**config.mk**
```make
export PLATFORM = sky130hd
export DESIGN_NAME = mem_arbiter
export DESIGN_NICKNAME = d
export VERILOG_FILES = /design/src/rtl/mem_arb_pkg.sv /design/src/rtl/arb_grant_sel.sv /design/src/rtl/mem_arbiter.sv
export SDC_FILE = /design/constraint.sdc
export NUM_CORES = 1
export LEC_CHECK = 0
export ABC_AREA = 0
export CAP_MARGIN = 20
export CORE_AREA = 10 10 279 281
export CTS_CLUSTER_DIAMETER = 60
export DETAILED_ROUTE_END_ITERATION = 8
export DIE_AREA = 0 0 289 291
export HOLD_SLACK_MARGIN = 0.03
export PLACE_DENSITY_LB_ADDON = 0.15
export SYNTH_ARGS = -nofsm -noshare
export SYNTH_HDL_FRONTEND = slang
export SYNTH_SLANG_ARGS = --single-unit
export TNS_END_PERCENT = 50
```
**constraint.sdc**
```tcl
create_clock -name clk -period 2.8 [get_ports clk]
set_input_delay 0.7 -clock clk [delete_from_list [all_inputs] [get_ports clk]]
set_output_delay 0.7 -clock clk [all_outputs]
set_load 0.05 [all_outputs]
```
**src/rtl/mem_arb_pkg.sv**
```systemverilog
// Shared types and defaults for the instruction/data cache memory arbiter.
package mem_arb_pkg;

    localparam int DEF_ADDR_WIDTH = 32;
    localparam int DEF_LINE_BITS  = 128;

    typedef enum logic [1:0] {
        ST_IDLE    = 2'd0,
        ST_SERVE_I = 2'd1,
        ST_SERVE_D = 2'd2
    } arb_state_t;

    typedef enum logic [1:0] {
        GRANT_NONE = 2'b00,
        GRANT_I    = 2'b01,
        GRANT_D    = 2'b10
    } grant_t;

    typedef enum logic {
        OP_READ  = 1'b0,
        OP_WRITE = 1'b1
    } mem_op_t;

    // Identifies which port completed the most recent transaction.
    typedef enum logic {
        LAST_I = 1'b0,
        LAST_D = 1'b1
    } last_t;

endpackage

```
**src/rtl/arb_grant_sel.sv**
```systemverilog
// Combinational picker: turns the two request levels plus the last-served port into a one-hot grant.
module arb_grant_sel
    import mem_arb_pkg::*;
(
    input  logic  i_req,
    input  logic  d_req,
    input  last_t last_served,
    output grant_t grant
);

    // On a tie the port that was not served last wins.
    always_comb begin
        grant = GRANT_NONE;
        case ({d_req, i_req})
            2'b01:   grant = GRANT_I;
            2'b10:   grant = GRANT_D;
            2'b11:   grant = (last_served == LAST_D) ? GRANT_I : GRANT_D;
            default: grant = GRANT_NONE;
        endcase
    end

endmodule

```
**src/rtl/mem_arbiter.sv**
```systemverilog
// Two-port (icache/dcache) line arbiter in front of a single memory port.
// Optional macro MEM_ARB_ROUND_ROBIN_EN: alternate ties; otherwise dcache wins ties.
module mem_arbiter
    import mem_arb_pkg::*;
#(
    parameter int ADDR_WIDTH = DEF_ADDR_WIDTH,
    parameter int LINE_BITS  = DEF_LINE_BITS
) (
    input  logic                  clk,
    input  logic                  rst,
    input  logic                  i_read,
    input  logic [ADDR_WIDTH-1:0] i_addr,
    output logic [LINE_BITS-1:0]  i_rdata,
    output logic                  i_ready,
    input  logic                  d_read,
    input  logic                  d_write,
    input  logic [ADDR_WIDTH-1:0] d_addr,
    input  logic [LINE_BITS-1:0]  d_wdata,
    output logic [LINE_BITS-1:0]  d_rdata,
    output logic                  d_ready,
    output logic                  mem_read,
    output logic                  mem_write,
    output logic [ADDR_WIDTH-1:0] mem_addr,
    output logic [LINE_BITS-1:0]  mem_wdata,
    input  logic [LINE_BITS-1:0]  mem_rdata,
    input  logic                  mem_ready,
    output logic [1:0]            grant
);

    localparam int OFFSET_BITS = $clog2(LINE_BITS / 8);

    arb_state_t            state_r;
    arb_state_t            state_nxt_s;
    grant_t                sel_grant_s;
    grant_t                grant_r;
    last_t                 last_sel_s;
    mem_op_t               op_s;
    logic                  d_req_s;
    logic                  load_s;
    logic                  done_s;
    logic [ADDR_WIDTH-1:0] req_addr_s;
    logic [ADDR_WIDTH-1:0] aligned_addr_s;
    logic                  mem_read_r;
    logic                  mem_write_r;
    logic [ADDR_WIDTH-1:0] mem_addr_r;
    logic [LINE_BITS-1:0]  mem_wdata_r;

    assign d_req_s = d_read | d_write;

`ifdef MEM_ARB_ROUND_ROBIN_EN
    last_t last_r;

    // Remember which port finished last so ties go to the other one.
    always_ff @(posedge clk or negedge rst) begin
        if (!rst) begin
            last_r <= LAST_I;
        end else if (done_s) begin
            last_r <= (state_r == ST_SERVE_D) ? LAST_D : LAST_I;
        end else begin
            last_r <= last_r;
        end
    end

    assign last_sel_s = last_r;
`else
    // Pretending icache went last makes every tie fall to dcache.
    assign last_sel_s = LAST_I;
`endif

    arb_grant_sel u_grant_sel (
        .i_req       (i_read),
        .d_req       (d_req_s),
        .last_served (last_sel_s),
        .grant       (sel_grant_s)
    );

    // Pick the winner's address and operation; a write-back beats a fill on the dcache port.
    always_comb begin
        req_addr_s = i_addr;
        op_s       = OP_READ;
        if (sel_grant_s == GRANT_D) begin
            req_addr_s = d_addr;
            op_s       = d_write ? OP_WRITE : OP_READ;
        end else begin
            req_addr_s = i_addr;
            op_s       = OP_READ;
        end
    end

    assign aligned_addr_s = {req_addr_s[ADDR_WIDTH-1:OFFSET_BITS], {OFFSET_BITS{1'b0}}};

    // State register.
    always_ff @(posedge clk or negedge rst) begin
        if (!rst) begin
            state_r <= ST_IDLE;
        end else begin
            state_r <= state_nxt_s;
        end
    end

    // Next-state logic with load/complete strobes for the datapath.
    always_comb begin
        state_nxt_s = state_r;
        load_s      = 1'b0;
        done_s      = 1'b0;
        case (state_r)
            ST_IDLE: begin
                if (sel_grant_s == GRANT_I) begin
                    state_nxt_s = ST_SERVE_I;
                    load_s      = 1'b1;
                end else if (sel_grant_s == GRANT_D) begin
                    state_nxt_s = ST_SERVE_D;
                    load_s      = 1'b1;
                end else begin
                    state_nxt_s = ST_IDLE;
                end
            end
            ST_SERVE_I, ST_SERVE_D: begin
                if (mem_ready) begin
                    state_nxt_s = ST_IDLE;
                    done_s      = 1'b1;
                end else begin
                    state_nxt_s = state_r;
                end
            end
            default: begin
                state_nxt_s = ST_IDLE;
            end
        endcase
    end

    // Latched downstream request; requester inputs are ignored until completion.
    always_ff @(posedge clk or negedge rst) begin
        if (!rst) begin
            mem_read_r  <= 1'b0;
            mem_write_r <= 1'b0;
            mem_addr_r  <= {ADDR_WIDTH{1'b0}};
            mem_wdata_r <= {LINE_BITS{1'b0}};
            grant_r     <= GRANT_NONE;
        end else if (load_s) begin
            mem_read_r  <= (op_s == OP_READ);
            mem_write_r <= (op_s == OP_WRITE);
            mem_addr_r  <= aligned_addr_s;
            mem_wdata_r <= (sel_grant_s == GRANT_D) ? d_wdata : {LINE_BITS{1'b0}};
            grant_r     <= sel_grant_s;
        end else if (done_s) begin
            mem_read_r  <= 1'b0;
            mem_write_r <= 1'b0;
            mem_addr_r  <= mem_addr_r;
            mem_wdata_r <= mem_wdata_r;
            grant_r     <= GRANT_NONE;
        end else begin
            mem_read_r  <= mem_read_r;
            mem_write_r <= mem_write_r;
            mem_addr_r  <= mem_addr_r;
            mem_wdata_r <= mem_wdata_r;
            grant_r     <= grant_r;
        end
    end

    // Ready must pulse in the same cycle as mem_ready, so it is decoded from state.
    assign i_ready   = (state_r == ST_SERVE_I) & mem_ready;
    assign d_ready   = (state_r == ST_SERVE_D) & mem_ready;
    assign i_rdata   = mem_rdata;
    assign d_rdata   = mem_rdata;
    assign mem_read  = mem_read_r;
    assign mem_write = mem_write_r;
    assign mem_addr  = mem_addr_r;
    assign mem_wdata = mem_wdata_r;
    assign grant     = grant_r;

endmodule

```
After elaboration in Yosys (flattened, before gate mapping)
Index checks and enable logic that the tools add are counted.
W data, S select, Z words.
{"block": "word_totals", "reg_bits": 162, "elab_cells": 41}
{"block": "op_classes", "n_mux": 19, "n_eq_ne": 8, "n_reduce_logical": 4, "n_bitwise": 4}
{"op": "$mux W128", "n": 1}
{"op": "$mux W32", "n": 1}
{"op": "$mux W1", "n": 10}
{"op": "$mux W2", "n": 5}
{"op": "$eq A2 B2 Y1 const B", "n": 4}
{"op": "$pmux W2 S2", "n": 2}
{"op": "$eq A2 B1 Y1 const B", "n": 3}
{"op": "$reduce_or A2 Y1", "n": 2}
{"op": "$and A1 B1 Y1", "n": 2}
{"op": "$logic_not A2 Y1", "n": 1}
{"op": "$ne A2 B2 Y1 const B", "n": 1}
{"op": "$reduce_bool A2 Y1", "n": 1}
{"op": "$not A1 Y1", "n": 1}
{"op": "$or A1 B1 Y1", "n": 1}

Logic depth before layout (Yosys ltp)
{"block": "logic_depth", "depth_word": 9, "ltp_mapped": 8, "depth_no_buf": 5}

Modules after synthesis
From an unflattened synthesis, not the netlist that was laid out.
{"block": "unflattened", "hier_cells": 929, "hier_area_um2": 9566.7}
{"module": "mem_arbiter", "n_inst": 1, "cells_each": 926, "area_each_um2": 9547.9}
{"module": "arb_grant_sel", "n_inst": 1, "cells_each": 3, "area_each_um2": 18.8}

Worst setup path after synthesis
OpenSTA, ideal clock, no wires.
{"block": "synth_timing", "path_type": "input to output", "startpoint": "input port mem_ready", "endpoint": "output port i_ready", "arrival_ps": 1112, "path_stages": 1, "required_time_ps": 2100, "slack_ps": 988, "n_path_buf": 0, "path_cell_list": "and2_1"}
{"block": "synth_between", "elab_chain_len": 1}
{"item": "start, declared", "line_no": "mem_arbiter.sv:26", "rtl": "input logic mem_ready,"}
{"item": "$and A1 B1 Y1", "line_no": "mem_arbiter.sv:162", "rtl": "assign i_ready = (state_r == ST_SERVE_I) & mem_ready;"}
{"item": "end, declared", "line_no": "mem_arbiter.sv:14", "rtl": "output logic i_ready,"}
Every way passes these cells.

Worst setup path in the final report
{"block": "layout_timing", "startpoint": "register mem_wdata_r[64], in the netlist mem_wdata[64]", "endpoint": "output port mem_wdata[64]"}
{"item": "start, declared", "line_no": "mem_arbiter.sv:46", "rtl": "logic [LINE_BITS-1:0] mem_wdata_r;"}
{"item": "start signal, assigned", "line_no": "mem_arbiter.sv:138", "rtl": "mem_wdata_r <= {LINE_BITS{1'b0}};"}
{"item": "start signal, assigned", "line_no": "mem_arbiter.sv:144", "rtl": "mem_wdata_r <= (sel_grant_s == GRANT_D) ? d_wdata : {LINE_BITS{1'b0}};"}
{"item": "start signal, assigned", "line_no": "mem_arbiter.sv:150", "rtl": "mem_wdata_r <= mem_wdata_r;"}
{"item": "end, declared", "line_no": "mem_arbiter.sv:24", "rtl": "output logic [LINE_BITS-1:0] mem_wdata,"}
No word-level cell between the ends.

==> impl_metrics.py <==
metrics = {
    "placement": {
        "gp_routability_congestion": 0.6719,
        "dp_slack_ns": 0.4441,
        "hpwl_mm": 24.66,
        "portBuffers": 351,
    },
    "worst_setup_path": {
        "r2r_slack_ns": 0.99,
        "crit_buf_inv": 1,
        "required_ns": 2.10,
        "crit_path_max_fanout": 2,
        "path_cells": "clkdlybuf4s50_1",
        "rr_worst_depth": 6,
        "cp_data_arrival_time_ns": 1.72,
        "cpPeakStageDelay_ns": 0.84,
        "criticalPathCategory": "flip-flop to output pin",
        "start_kind": "flip-flop",
        "cp-end-kind": "output pin",
        "cp_slowest_cell": "clkdlybuf4s50_1",
        "r2r_start": "state_r[0]",
        "r2r-end": "mem_wdata[40]",
        "cp_top_family": "buffers and inverters",
        "cp.depth": 1,
    },
    "final_layout": {
        "syn2layout_area_growth_pct": 40.03,
        "antenna_cells": 0,
        "final_layout_size_suffix_gt1_frac": 0.07143,
        "nets": 1394,
    },
    "flow_run": {
        "max_cap_viol_count": 0,
    },
    "floorplanning": {
        "fp.dieW_um": 289,
        "io-pin-count": 748,
        "die-area_um2": 84100,
        "rows": 99,
        "start_util": 0.1199,
        "die_h_um": 291,
        "core_area_um2": 72340,
    },
    "sta": {
        "fin_skew_ns": 0.01201,
        "fmax_mhz": 412.5,
        "period_needed_ns": 2.424,
        "slew_headroom": 0.5339,
        "max_slew.worst_pin.slew_ns": 0.6992,
        "fin_ws_ns": 0.3760,
        "finalCritPeriodShare": 0.8657,
        "slew_viol_final": 0,
        "setup_tns_ns": 0,
        "hold_viol_final": 0,
        "setup_viol": 0,
        "rsz0062_at_grt": "no",
    },
    "synth": {
        "yosys_warnings": 0,
        "synth_seq_area_share": 0.4675,
        "netlist-cell-type-count": 23,
        "synth_top_cell_by_area": "dfrtp_1",
        "ys_ff_latch": 162,
        "syn_inst": 967,
        "syn-cell-area_um2": 8671,
        "syn_area_per_cell_um2": 8.967,
        "ys_top_cells_by_area": "dfrtp_1 (47%), buf_4 (23%), nand2_1 (13%), o21ai_0 (5.9%), mux2i_1 (3.2%)",
        "synth_top_cell_area_share": 0.4675,
    },
    "clock_network": {
        "clkLatencyLatePin_ns": 0.48,
        "cts_buffers": 17,
        "cts_root_buf": "clkbuf_16",
        "cts.sinks": 162,
        "cts_hold_buf": 0,
        "cts_buffer_depth": 2,
        "postCtsSetupBuffers": 0,
        "cts.repair.resized": 0,
        "path_clk_slew_ns": 0.08,
        "tritoncts": "built",
        "cts_htree_levels": 4,
    },
    "routing": {
        "vias": 6376,
        "drcViolationCount": 0,
        "first_pass_iters": 4,
        "via_per_inst": 3.130,
        "wl_mm": 32.46,
        "first_iter_violations": 234,
        "final_antenna_net_count": 0,
        "wl_per_cell_um": 15.93,
    },
    "min_path": {
        "hp-class": "input pin to async pin",
    },
    "status": {
        "status": "completed",
    },
    "power_and_ir_drop": {
        "max-vdd-ir-drop_mv": 0.4531,
        "p_seq_frac": 0.254,
        "p_int_mw": 7.898,
        "power_frac_comb": 0.584,
        "power.switching_mw": 8.198,
        "power_per_cell_area_nw_per_um2": 1326,
        "switching_share": 0.5093,
        "clkPwrFrac": 0.162,
        "static-leakage-power_nw": 4.876,
    },
    "grt": {
        "grt_max_degree": 64,
        "grt_pass1_vias": 6814,
        "grt_pass1_wl_mm": 47.18,
        "grt_overflow": 0,
        "grt_use_total": 0.07599,
        "antenna_found_initial": 0,
    },
}
[sequential cells by signal, summed over array words and instances, names as in the netlist]
signal and flops:
mem_write 1, mem_wdata 128, mem_addr 28, mem_read 1, state_r 2, grant 2
[placed cells by master, fill, tap and decap left out]
master / instances
nor2b_1: 1
inv_6: 2
clkinv_2: 1
clkbuf_16: 17
nand2_4: 1
a31o_2: 1
inv_1: 2
nor2_8: 1
mux2_2: 1
buf_12: 11
mux2i_1: 28
nand2_1: 288
clkinv_4: 2
clkinvlp_4: 3
bufinv_16: 3
clkbuf_8: 1
o31ai_4: 1
clkdlybuf4s50_1: 348
conb_1: 4
inv_8: 2
o21a_4: 1
o21ai_0: 103
dfrtp_1: 162
nand3_1: 3
o21ai_1: 54
buf_4: 28
clkbuf_1: 1
o41ai_1: 1
o31ai_1: 1
and2_1: 2
ha_1: 3
buf_6: 1
[routing by layer]
| metal | track usage | vias to the layer above | wire (um) |
|---|---|---|---|
| li1 | - | 3019 | - |
| met1 | 0.07760 | 2902 | 11990 |
| met2 | 0.1167 | 352 | 15040 |
| met3 | 0.04543 | 103 | 3864 |
| met4 | 0.04803 | 0 | 1570 |
| met5 | 0 | - | 0 |
[synth_stat cells]
library cell and count:
ha_1 3, clkbuf_1 25, a31o_2 1, nand3_1 3, mux2_2 1, buf_2 6
nor2b_1 1, conb_1 1, o21a_4 1, inv_1 2, o31ai_1 1, dfrtp_1 162
and2_1 2, buf_6 16, o21ai_0 103, clkbuf_2 1, mux2i_1 28, o41ai_1 1
nor2_8 1, nand2_1 289, o31ai_4 1, buf_4 264, o21ai_1 54
[power by group through the flow]
| stage | Sequential (mW) | Clock (mW) | Combinational (mW) |
|---|---|---|---|
| CTS | 4.12 | 2.79 | 9.63 |
| global route | 4.27 | 2.85 | 10.0 |
| finish | 4.09 | 2.60 | 9.40 |
| detailed placement | 4.14 | 0 | 9.62 |
| global placement | 4.12 | 0 | 9.65 |
| floorplan | 8.14 | 0 | 2.89 |
[area by class of cell]
| class | instances | area [um^2] |
|---|---|---|
| Clock inverter | 13 | 175.2 |
| Multi-Input combinational cell | 494 | 2337 |
| Fill cell | 8154 | 60200 |
| Tap cell | 959 | 1200 |
| Timing Repair Buffer | 388 | 3925 |
| Sequential cell | 162 | 4054 |
| Clock buffer | 19 | 442.9 |
| Inverter | 2 | 7.507 |
[worst max path at each step]
stage | from | endpoint | slack (ns)
2_1_floorplan | mem_ready | i_ready | 0.99
3_3_place_gp | d_read | mem_addr[31] | 0.48
3_5_place_dp | d_read | mem_addr[24] | 0.44
4_1_cts | mem_wdata[64] | mem_wdata[64] | 0.25
5_1_grt | mem_wdata[64] | mem_wdata[64] | 0.27
6_report | mem_wdata[64] | mem_wdata[64] | 0.38
[cells by family (layout without fill, tap and decap cells)]
group	Yosys count	count (layout)	synth area share
flip-flops	162	162	0.4675
buffers and inverters	314	422	0.2651
AND/OR/NAND/NOR	296	296	0.1313
AO/OA/AOI/OAI	162	162	0.09769
multiplexers	29	29	0.03362
adder cells (fa/ha/maj)	3	3	0.004329
other	1	4	0.0004325
[per-stage QoR]
step / utilization / std cells / area (um^2) / hold slack (ns) / power (mW)
CTS: 0.1678 / 2037 / 12140 / 0.2211 / 16.54
finish: 0.1678 / 2037 / 12140 / 0.2464 / 16.10
global route: 0.1678 / 2037 / 12140 / 0.2572 / 17.14
detailed placement: 0.1593 / 2005 / 11520 / 0.4733 / 13.75
floorplan: - / 970 / 8682 / 0.4044 / 11.03
global placement: 0.1593 / 2005 / 11520 / 0.4701 / 13.77
No activity file was read; power rests on OpenSTA's default activity.
